**src/rtl/datapath_scsi_packer_if.sv**
```systemverilog
// Bus bundle between the SCSI/FIFO lane packer and its surroundings.
// master = DMA sequencer + SCSI controller + FIFO side, slave = packer.
interface datapath_scsi_packer_if #(
  parameter int FIFO_W = 32,
  parameter int SCSI_W = 8,
  parameter int CNT_W  = 16
);
  localparam int LANES = FIFO_W / SCSI_W;
  localparam int PTR_W = (LANES > 1) ? $clog2(LANES) : 1;

  logic              start;
  logic              dir;
  logic [PTR_W-1:0]  bo;
  logic              flush;
  logic [SCSI_W-1:0] scsi_din;
  logic              scsi_din_vld;
  logic              scsi_din_rdy;
  logic [SCSI_W-1:0] scsi_dout;
  logic              scsi_dout_vld;
  logic              scsi_dout_rdy;
  logic [FIFO_W-1:0] fifo_din;
  logic              fifo_din_vld;
  logic              fifo_din_rdy;
  logic [FIFO_W-1:0] fifo_dout;
  logic [LANES-1:0]  fifo_be;
  logic              fifo_dout_vld;
  logic              fifo_dout_rdy;
  logic [PTR_W-1:0]  lane_ptr;
  logic              busy;
  logic [CNT_W-1:0]  words_out;

  modport master (
    output start, dir, bo, flush,
    output scsi_din, scsi_din_vld, scsi_dout_rdy,
    output fifo_din, fifo_din_vld, fifo_dout_rdy,
    input  scsi_din_rdy, scsi_dout, scsi_dout_vld,
    input  fifo_din_rdy, fifo_dout, fifo_be, fifo_dout_vld,
    input  lane_ptr, busy, words_out
  );

  modport slave (
    input  start, dir, bo, flush,
    input  scsi_din, scsi_din_vld, scsi_dout_rdy,
    input  fifo_din, fifo_din_vld, fifo_dout_rdy,
    output scsi_din_rdy, scsi_dout, scsi_dout_vld,
    output fifo_din_rdy, fifo_dout, fifo_be, fifo_dout_vld,
    output lane_ptr, busy, words_out
  );
endinterface

```
**src/rtl/datapath_scsi_packer.sv**
```systemverilog
// SCSI<->FIFO lane packer. S2F packs SCSI beats into FIFO words with lane
// enables; F2S pops FIFO words and serialises them lane by lane. Both start
// at an arbitrary lane. All ready/valid outputs are decoded from state only.
module datapath_scsi_packer #(
  parameter int FIFO_W = 32,
  parameter int SCSI_W = 8,
  parameter int CNT_W  = 16
) (
  input logic                  clk,
  input logic                  rst_n,
  datapath_scsi_packer_if.slave bus
);
  localparam int LANES = FIFO_W / SCSI_W;
  localparam int PTR_W = (LANES > 1) ? $clog2(LANES) : 1;

  typedef enum logic [2:0] {S_IDLE, S_PACK, S_PUSH, S_LOAD, S_SEND} state_t;

  state_t            state, state_nxt;
  logic [FIFO_W-1:0] word;
  logic [LANES-1:0]  be;
  logic [PTR_W-1:0]  ptr;
  logic [CNT_W-1:0]  cnt;
  logic              done;   // transfer ends after the pending push
  logic [SCSI_W-1:0] lane_q;

  logic beat_in, push, pop, sent, last;

  // Flush wins over a pop/accept in LOAD/SEND: those handshakes do not count.
  assign beat_in = (state == S_PACK) && bus.scsi_din_vld;
  assign push    = (state == S_PUSH) && bus.fifo_dout_rdy;
  assign pop     = (state == S_LOAD) && bus.fifo_din_vld && !bus.flush;
  assign sent    = (state == S_SEND) && bus.scsi_dout_rdy && !bus.flush;
  assign last    = (ptr == PTR_W'(LANES - 1));

  // Select the lane addressed by the pointer (lane 0 is the MS lane).
  always_comb begin
    lane_q = '0;
    for (int k = 0; k < LANES; k++)
      if (ptr == PTR_W'(k)) lane_q = word[FIFO_W-1-k*SCSI_W -: SCSI_W];
  end

  // State register.
  always_ff @(posedge clk or negedge rst_n) begin
    if (!rst_n) state <= S_IDLE;
    else        state <= state_nxt;
  end

  // Next-state decode and state-derived handshake outputs.
  always_comb begin
    state_nxt         = state;
    bus.scsi_din_rdy  = 1'b0;
    bus.scsi_dout_vld = 1'b0;
    bus.fifo_din_rdy  = 1'b0;
    bus.fifo_dout_vld = 1'b0;
    bus.scsi_dout     = '0;
    bus.fifo_dout     = word;
    bus.fifo_be       = be;
    bus.lane_ptr      = ptr;
    bus.words_out     = cnt;
    bus.busy          = (state != S_IDLE);
    case (state)
      S_IDLE: if (bus.start) state_nxt = bus.dir ? S_PACK : S_LOAD;
      S_PACK: begin
        bus.scsi_din_rdy = 1'b1;
        if (beat_in) begin
          if (bus.flush || last) state_nxt = S_PUSH;
        end else if (bus.flush) begin
          state_nxt = (be != '0) ? S_PUSH : S_IDLE;
        end
      end
      S_PUSH: begin
        bus.fifo_dout_vld = 1'b1;
        if (push) state_nxt = (done || bus.flush) ? S_IDLE : S_PACK;
      end
      S_LOAD: begin
        bus.fifo_din_rdy = 1'b1;
        if (bus.flush) state_nxt = S_IDLE;
        else if (pop)  state_nxt = S_SEND;
      end
      S_SEND: begin
        bus.scsi_dout_vld = 1'b1;
        bus.scsi_dout     = lane_q;
        if (bus.flush)        state_nxt = S_IDLE;
        else if (sent && last) state_nxt = S_LOAD;
      end
      default: state_nxt = S_IDLE;
    endcase
  end

  // Word/lane-enable/pointer/counter datapath.
  always_ff @(posedge clk or negedge rst_n) begin
    if (!rst_n) begin
      word <= '0;
      be   <= '0;
      ptr  <= '0;
      cnt  <= '0;
      done <= 1'b0;
    end else begin
      case (state)
        S_IDLE: if (bus.start) begin
          ptr  <= bus.bo;
          word <= '0;
          be   <= '0;
          cnt  <= '0;
          done <= 1'b0;
        end
        S_PACK: begin
          if (beat_in) begin
            for (int k = 0; k < LANES; k++)
              if (ptr == PTR_W'(k)) begin
                word[FIFO_W-1-k*SCSI_W -: SCSI_W] <= bus.scsi_din;
                be[k] <= 1'b1;
              end
            if (!bus.flush && !last) ptr <= ptr + PTR_W'(1);
          end
          if (bus.flush) done <= 1'b1;
        end
        S_PUSH: begin
          if (bus.flush) done <= 1'b1;
          if (push) begin
            cnt  <= cnt + CNT_W'(1);
            word <= '0;
            be   <= '0;
            ptr  <= '0;
            done <= 1'b0;
          end
        end
        S_LOAD: if (pop) begin
          word <= bus.fifo_din;
          cnt  <= cnt + CNT_W'(1);
        end
        S_SEND: if (sent) ptr <= last ? '0 : ptr + PTR_W'(1);
        default: ;
      endcase
    end
  end
endmodule

```
**src/flat_wrapper.sv**
```systemverilog
// flat-port wrapper written by rule: the top's interface ports become plain ports
module datapath_scsi_packer_flat 
#(
  parameter int FIFO_W = 32,
  parameter int SCSI_W = 8,
  parameter int CNT_W  = 16
)
  (clk, rst_n, bus_start, bus_dir, bus_bo, bus_flush, bus_scsi_din, bus_scsi_din_vld, bus_scsi_dout_rdy, bus_fifo_din, bus_fifo_din_vld, bus_fifo_dout_rdy, bus_scsi_din_rdy, bus_scsi_dout, bus_scsi_dout_vld, bus_fifo_din_rdy, bus_fifo_dout, bus_fifo_be, bus_fifo_dout_vld, bus_lane_ptr, bus_busy, bus_words_out);
  datapath_scsi_packer_if #(.FIFO_W(FIFO_W), .SCSI_W(SCSI_W), .CNT_W(CNT_W)) bus_i ();
  input logic clk;
  input logic rst_n;
  input wire logic [$bits(bus_i.start)-1:0] bus_start;
  input wire logic [$bits(bus_i.dir)-1:0] bus_dir;
  input wire logic [$bits(bus_i.bo)-1:0] bus_bo;
  input wire logic [$bits(bus_i.flush)-1:0] bus_flush;
  input wire logic [$bits(bus_i.scsi_din)-1:0] bus_scsi_din;
  input wire logic [$bits(bus_i.scsi_din_vld)-1:0] bus_scsi_din_vld;
  input wire logic [$bits(bus_i.scsi_dout_rdy)-1:0] bus_scsi_dout_rdy;
  input wire logic [$bits(bus_i.fifo_din)-1:0] bus_fifo_din;
  input wire logic [$bits(bus_i.fifo_din_vld)-1:0] bus_fifo_din_vld;
  input wire logic [$bits(bus_i.fifo_dout_rdy)-1:0] bus_fifo_dout_rdy;
  output wire logic [$bits(bus_i.scsi_din_rdy)-1:0] bus_scsi_din_rdy;
  output wire logic [$bits(bus_i.scsi_dout)-1:0] bus_scsi_dout;
  output wire logic [$bits(bus_i.scsi_dout_vld)-1:0] bus_scsi_dout_vld;
  output wire logic [$bits(bus_i.fifo_din_rdy)-1:0] bus_fifo_din_rdy;
  output wire logic [$bits(bus_i.fifo_dout)-1:0] bus_fifo_dout;
  output wire logic [$bits(bus_i.fifo_be)-1:0] bus_fifo_be;
  output wire logic [$bits(bus_i.fifo_dout_vld)-1:0] bus_fifo_dout_vld;
  output wire logic [$bits(bus_i.lane_ptr)-1:0] bus_lane_ptr;
  output wire logic [$bits(bus_i.busy)-1:0] bus_busy;
  output wire logic [$bits(bus_i.words_out)-1:0] bus_words_out;
  assign bus_i.start = bus_start;
  assign bus_i.dir = bus_dir;
  assign bus_i.bo = bus_bo;
  assign bus_i.flush = bus_flush;
  assign bus_i.scsi_din = bus_scsi_din;
  assign bus_i.scsi_din_vld = bus_scsi_din_vld;
  assign bus_i.scsi_dout_rdy = bus_scsi_dout_rdy;
  assign bus_i.fifo_din = bus_fifo_din;
  assign bus_i.fifo_din_vld = bus_fifo_din_vld;
  assign bus_i.fifo_dout_rdy = bus_fifo_dout_rdy;
  assign bus_scsi_din_rdy = bus_i.scsi_din_rdy;
  assign bus_scsi_dout = bus_i.scsi_dout;
  assign bus_scsi_dout_vld = bus_i.scsi_dout_vld;
  assign bus_fifo_din_rdy = bus_i.fifo_din_rdy;
  assign bus_fifo_dout = bus_i.fifo_dout;
  assign bus_fifo_be = bus_i.fifo_be;
  assign bus_fifo_dout_vld = bus_i.fifo_dout_vld;
  assign bus_lane_ptr = bus_i.lane_ptr;
  assign bus_busy = bus_i.busy;
  assign bus_words_out = bus_i.words_out;
  datapath_scsi_packer #(.FIFO_W(FIFO_W), .SCSI_W(SCSI_W), .CNT_W(CNT_W)) u_core (.clk(clk), .rst_n(rst_n), .bus(bus_i));
endmodule
```
**config.mk**
```make
export PLATFORM = sky130hd
export DESIGN_NAME = datapath_scsi_packer_flat
export DESIGN_NICKNAME = d
export VERILOG_FILES = /design/src/rtl/datapath_scsi_packer_if.sv /design/src/rtl/datapath_scsi_packer.sv /design/src/flat_wrapper.sv
export SDC_FILE = /design/constraint.sdc
export NUM_CORES = 1
export LEC_CHECK = 0
export CAP_MARGIN = 20
export CORE_MARGIN = 1.5
export CORE_UTILIZATION = 46
export CTS_CLUSTER_DIAMETER = 30
export CTS_CLUSTER_SIZE = 24
export DETAILED_ROUTE_END_ITERATION = 8
export GPL_TIMING_DRIVEN = 1
export PLACE_DENSITY = 0.81
export SLEW_MARGIN = 20
export SYNTH_ARGS = -nofsm -noshare
export SYNTH_HDL_FRONTEND = slang
export SYNTH_SLANG_ARGS = --single-unit
```
**constraint.sdc**
```tcl
create_clock -name clk -period 2.3 [get_ports clk]
set_input_delay 0.23 -clock clk [delete_from_list [all_inputs] [get_ports clk]]
set_output_delay 0.23 -clock clk [all_outputs]
set_load 0.01 [all_outputs]
```
# After elaboration in Yosys (flattened, before gate mapping)
# Cells that the tools add are included.
# op_classes
addsub,2
n_eq_ne,21
n_mux,54
reduce_logical,32
# op_table
operator,n
two-way mux 32 bit,4
one-hot mux 32 bit (4 select lines),1
two-way mux 8 bit,9
two-way mux 16 bit,3
one-hot mux 16 bit (3 select lines),1
AND reduction 6 bit,6
two-way mux 3 bit,9
AND reduction 5 bit,4
"adder 16 x 1 -> 16 bit, second input constant",1
two-way mux 2 bit,8
one-hot mux 3 bit (5 select lines),1
two-way mux 1 bit,12
two-way mux 4 bit,3
one-hot mux 4 bit (3 select lines),1
nonzero test 4 bit,3
"inequality test 2 x 1 -> 1 bit, second input constant",5
"inequality test 2 bit, second input constant",5
nonzero test 3 bit,3
logical AND 1 bit,8
one-hot mux 2 bit (4 select lines),1
"== test 3 x 2 -> 1 bit, second input constant",2
"inequality test 3 x 2 -> 1 bit, second input constant",2
"inequality test 3 bit, second input constant",2
"== test 2 bit, second input constant",2
11 further kinds,13
# word_totals
register_bits,58
inputBits,51
out_inout_bits,67
wordCells,121

# Depth between registers and ports, before layout
# Gate-level depths: netlist of the first run.
# depth
depth_word,7
ltp_mapped,7

# Worst setup path after synthesis of the first run
# OpenSTA, ideal clock, no wires.
# synth_timing
path_type,register to output
startpoint,reg u_core.state[1]
endpoint,out bus_scsi_dout[0]
arrival_ns,1.572
slack_ns,0.498
path_stages_with_launch,6
path_buffers,2
path_cell_list,dfrtp_1 buf_6 or3b_4 or2_0 buf_2 o21ai_0
# synth_via
elab_chain_cells,2
# synth_lines
element,line,rtl
start: declaration,datapath_scsi_packer.sv:18,"state_t state, state_nxt;"
start signal: assignment,datapath_scsi_packer.sv:45,else state <= state_nxt;
== test 3 bit,datapath_scsi_packer.sv:61,case (state)
two-way mux 8 bit,datapath_scsi_packer.sv:61,
end: declaration,flat_wrapper.sv:23,output wire logic [$bits(bus_i.scsi_dout)-1:0] bus_scsi_dout;
# No other way between the ends.

# Worst setup path in the final report of the first run
# layout_timing
startpoint,"reg u_core.ptr[0], in the netlist u_core.bus.lane_ptr[0]"
endpoint,out bus_scsi_dout[6]
# layout_via
elab_chain_cells,6
elab_cells_between_ends,9
cone_classes,3 x eq/ne; 5 x mux; 1 x reduce/logical
# layout_lines
element,line,rtl
start: declaration,datapath_scsi_packer.sv:21,logic [PTR_W-1:0] ptr;
start signal: assignment,datapath_scsi_packer.sv:101,ptr <= bus.bo;
start signal: assignment,datapath_scsi_packer.sv:114,if (!bus.flush && !last) ptr <= ptr + PTR_W'(1);
start signal: assignment,datapath_scsi_packer.sv:132,S_SEND: if (sent) ptr <= last ? '0 : ptr + PTR_W'(1);
logical NOT 2 bit,datapath_scsi_packer.sv:39,if (ptr == PTR_W'(k)) lane_q = word[FIFO_W-1-k*SCSI_W -: SCSI_W];
two-way mux 8 bit (3 in a row),datapath_scsi_packer.sv:39,
two-way mux 8 bit *,datapath_scsi_packer.sv:39,
two-way mux 8 bit *,datapath_scsi_packer.sv:61,
# Mark *: on every way between the ends. The rest lies on a longest branch, timed or not.

==> metrics, run 1 <==
via-per-instance ratio=between 6 and 7; Initial DRC Count=roughly 170; average cell area after synthesis=10.21 µm²; synthesis-to-finish area growth=43.73%; area of the core=~7300 µm²; number of buffers between clock root and the deepest sink=2; number of pins exceeding their max-slew limit in the final report=0; number of levels the H-tree was split into=3; status=finished, final reports clean; Synth top area share=0.4182; Max Freq=between 0.4 and 0.5 GHz; area leader, netlist=sky130_fd_sc_hd__dfrtp_1; Crit Path Category=flop to primary output; Power Density=approximately 1200 nW/µm²; area share of and/or/nand/nor cells after synthesis=0.1428; post-route worst setup slack=92.31 ps; Place WS=-109.3 ps; routed len/inst=18.81 µm; Post-synth top flop=sky130_fd_sc_hd__dfrtp_1; post-synthesis xor/xnor area fraction=0; post-detail-place hpwl=~8000 µm; Compound-Gate Fraction of Synth Area=0.2466; area share of fa/ha/maj cells after synthesis=0.01802; maximum single-stage delay on the critical path=around 400 ps; Yosys cell types=57; Placement Rows=31; startpoint kind of the worst setup timing path=flop; wire length of the first global-routing pass=17150 µm; CTS Buf Count=9; latest clock arrival within the worst-skew pair=between 300 and 400 ps; count of endpoints failing setup in the final report=0; instance count on the critical path=8; largest cells by area after synthesis=sky130_fd_sc_hd__dfrtp_1 42%, sky130_fd_sc_hd__mux2_2 10%, sky130_fd_sc_hd__a22o_1 8.1%; Required @ worst endpoint=2070 ps; Horiz. Die Dim=about 90 µm; Synth Register Bits=58; nets in the synthesized netlist=396; drt pass-1 iters=5; proportion of register bits with asynchronous set or reset after synthesis=1.000; post-layout instance count excluding filler cells=568; DRC violations left=0; sequential area share after synthesis=0.4182; share of cells above drive strength 1=0.1876; buffering stage count on the worst path with inverters included=3; effective utilization at floorplan=0.4760; Placed Area=4756 µm²; Hold Crit Class=input port to async pin; global-route total usage across every layer=0.2679; via count of the first global-routing pass=between 3000 and 4000; warnings from Yosys=0; transition time of the tightest slew-check pin=726.4 ps; cell area after technology mapping=roughly 3500 µm²; minimum clock period after layout=between 2000 and 2500 ps; multiplexer area fraction after synthesis=0.1204; sum of routed wire length over all layers=around 11000 µm; antenna diode count=0; Routability Congestion=0.9580; number of enable-type register cells in the synthesized netlist=0; fraction of the cycle the final worst path needs=0.9599; clock skew=a little under 10 ps; max-capacitance violation count=0; Non-Filler Cell Area, Final=around 5000 µm²; clock-pin slew reported for the worst setup and hold paths after clock tree synthesis=about 70 ps; hold violation total from the final report=0; CTS root buf=sky130_fd_sc_hd__clkbuf_8; Fin Hold WS=approximately 480 ps; family with the most delay on the worst path=buffers and inverters; number of top-level pins=~120; clk sink count=58; TritonCTS clock tree=built; cells along the critical path=inv_1 > ha_1 > buf_4 > nand2_1 > o211ai_1 > o21ai_0 > o21ai_1 > dlygate4sd2_1; maximum net fanout on the critical path=3; Critical Path Sink Type=primary output; area of the die=between 8000 and 9000 µm²; fill count=559; Peak supply drop=0.0007705 V; fraction of the core area covered by cells at the end of the flow=0.6841; Port Buffers=about 120; headroom to the max-slew limit=0.5158; total congestion overflow after global routing=0; Net count, final=520; slowest library cell on the worst path=sky130_fd_sc_hd__dfrtp_1; number of vias after detailed routing=approximately 3400; critical path arrival=between 1500 and 2000 ps; pin count of the biggest net entering global routing=31; die boundary height=89.87 µm; combinational family with the most area after synthesis=compound AO/OA/AOI/OAI gates; number of antenna violations at the first check in global routing=0; post-synthesis instance total=between 300 and 400; Detail Route Antenna Nets=0; Leak=2.142 nW; Register-to-Register Path Depth=5; cell total after placement=~550
-- synth_stat cells, drive strengths merged (2+ instances only) --
| library cell | n |
|---|---|
| a31oi | 5 |
| and3 | 3 |
| nand3 | 16 |
| and4 | 2 |
| mux2 | 35 |
| or4 | 4 |
| a2bb2oi | 3 |
| mux2i | 2 |
| buf | 20 |
| nor2b | 4 |
| a22o | 32 |
| inv | 9 |
| o21ai | 32 |
| ha | 5 |
| nand2 | 17 |
| dfrtp | 58 |
| nand2b | 5 |
| nor4 | 3 |
| nor3 | 3 |
| a221o | 7 |
| nor2 | 14 |
| or3 | 7 |
| a21oi | 15 |
| nand4 | 3 |
| o211ai | 2 |
| o31ai | 6 |
| clkbuf | 5 |
| a21o | 5 |
-- power by group --
group	internal, mW	leakage, nW	switching, mW
sequential	1.31	0.771	0.261
clock	0.529	0.0945	0.441
combinational	1.76	1.28	1.67
-- metrics by stage --
step	power (mW)	TNS, ps
2_1_floorplan	3.662	0
3_3_place_gp	4.768	-1.238
3_5_place_dp	4.847	-400.2
4_1_cts	5.932	-10.73
5_1_grt	6.285	-3.463
6_report	5.962	0
-- cells in the final DEF (no fill, tap or decap), drive strengths merged, types with 4 or more instances in the layout --
cell type        n
a31oi            5
dfrtp           58
nand3           16
clkbuf          15
or3              7
a21oi           15
ha               5
a22o            32
or4              4
mux2            35
buf             21
nor2b            4
a21o             5
nand2b           5
nor2            14
inv              9
o21ai           32
clkdlybuf4s50  107
o31ai            6
nand2           17
a221o            7
-- worst paths after layout --
kind                                                          from                              endpoint  slack (ps)
max in group asynchronous                                    rst_n           u_core.state[0]$_DFFE_PN0P_        1210
worst min register to register             u_core.done$_DFFE_PN0P_               u_core.done$_DFFE_PN0P_         520
worst max register to register         u_core.state[1]$_DFFE_PN0P_  u_core.bus.fifo_dout[15]$_DFFE_PN0P_         170
worst min-delay path                                         rst_n  u_core.bus.words_out[11]$_DFFE_PN0P_         480
worst max-delay path            u_core.bus.lane_ptr[0]$_DFFE_PN0P_                      bus_scsi_dout[6]          90
min in group clk                           u_core.done$_DFFE_PN0P_               u_core.done$_DFFE_PN0P_         520
-- cells by family (layout without fill, tap and decap cells) --
family / count (synthesis) / after routing
AOI/OAI and AO/OA: 118 / 118
and+or+nand+nor: 87 / 87
DFF: 58 / 58
muxes: 37 / 37
buffers and inverters: 35 / 164
adders and majority gates: 5 / 5
-- routing by layer --
metal	track usage	vias up	share of wire
li1	-	1549	-
met1	0.3550	1707	0.43
met2	0.4453	144	0.49
met3	0.04569	20	0.057
met4	0.09127	0	0.019
met5	0	-	0
-- repair_timing --
item	CTS	global route
buffers inserted	3	1
hold buffers	1	0
endpoints found under the setup margin	9	6
endpoints found under the hold margin	28	0
gates resized for setup	18	12
-- state kept, by name, summed over array words and instances, names as in the netlist --
register	count
u_core.bus.fifo_be	4
u_core.bus.fifo_dout	32
u_core.bus.lane_ptr	2
u_core.bus.words_out	16
u_core.done	1
u_core.state	3
-- worst reg2reg max path, cell delays in order (launching register included) --
cell	delay (ps)
sky130_fd_sc_hd__dfrtp_1	340
sky130_fd_sc_hd__buf_4	260
sky130_fd_sc_hd__mux2_4	350
sky130_fd_sc_hd__o221ai_2	280
sky130_fd_sc_hd__a21o_1	390
sky130_fd_sc_hd__mux2_2	400
-- final cells by class --
class                   instances  area (µm²)  share of cell area
multi-input cells             247        1842              0.3692
flip-flops and latches         58        1451              0.2909
repair buffers                138        1330              0.2666
clock buffers                  10       137.6             0.02759
well taps                      99       123.9             0.02483
clock inverters                 6       66.31             0.01329
inverters                      10       37.54            0.007524
Note: power is estimated with default switching activity, not from simulation.
==> inputs of run 2 (changes only) <==
- HOLD_SLACK_MARGIN: not set -> 0.15
==> results of run 2 <==
The final DEF is identical to that of run 1; final timing and power are the same.
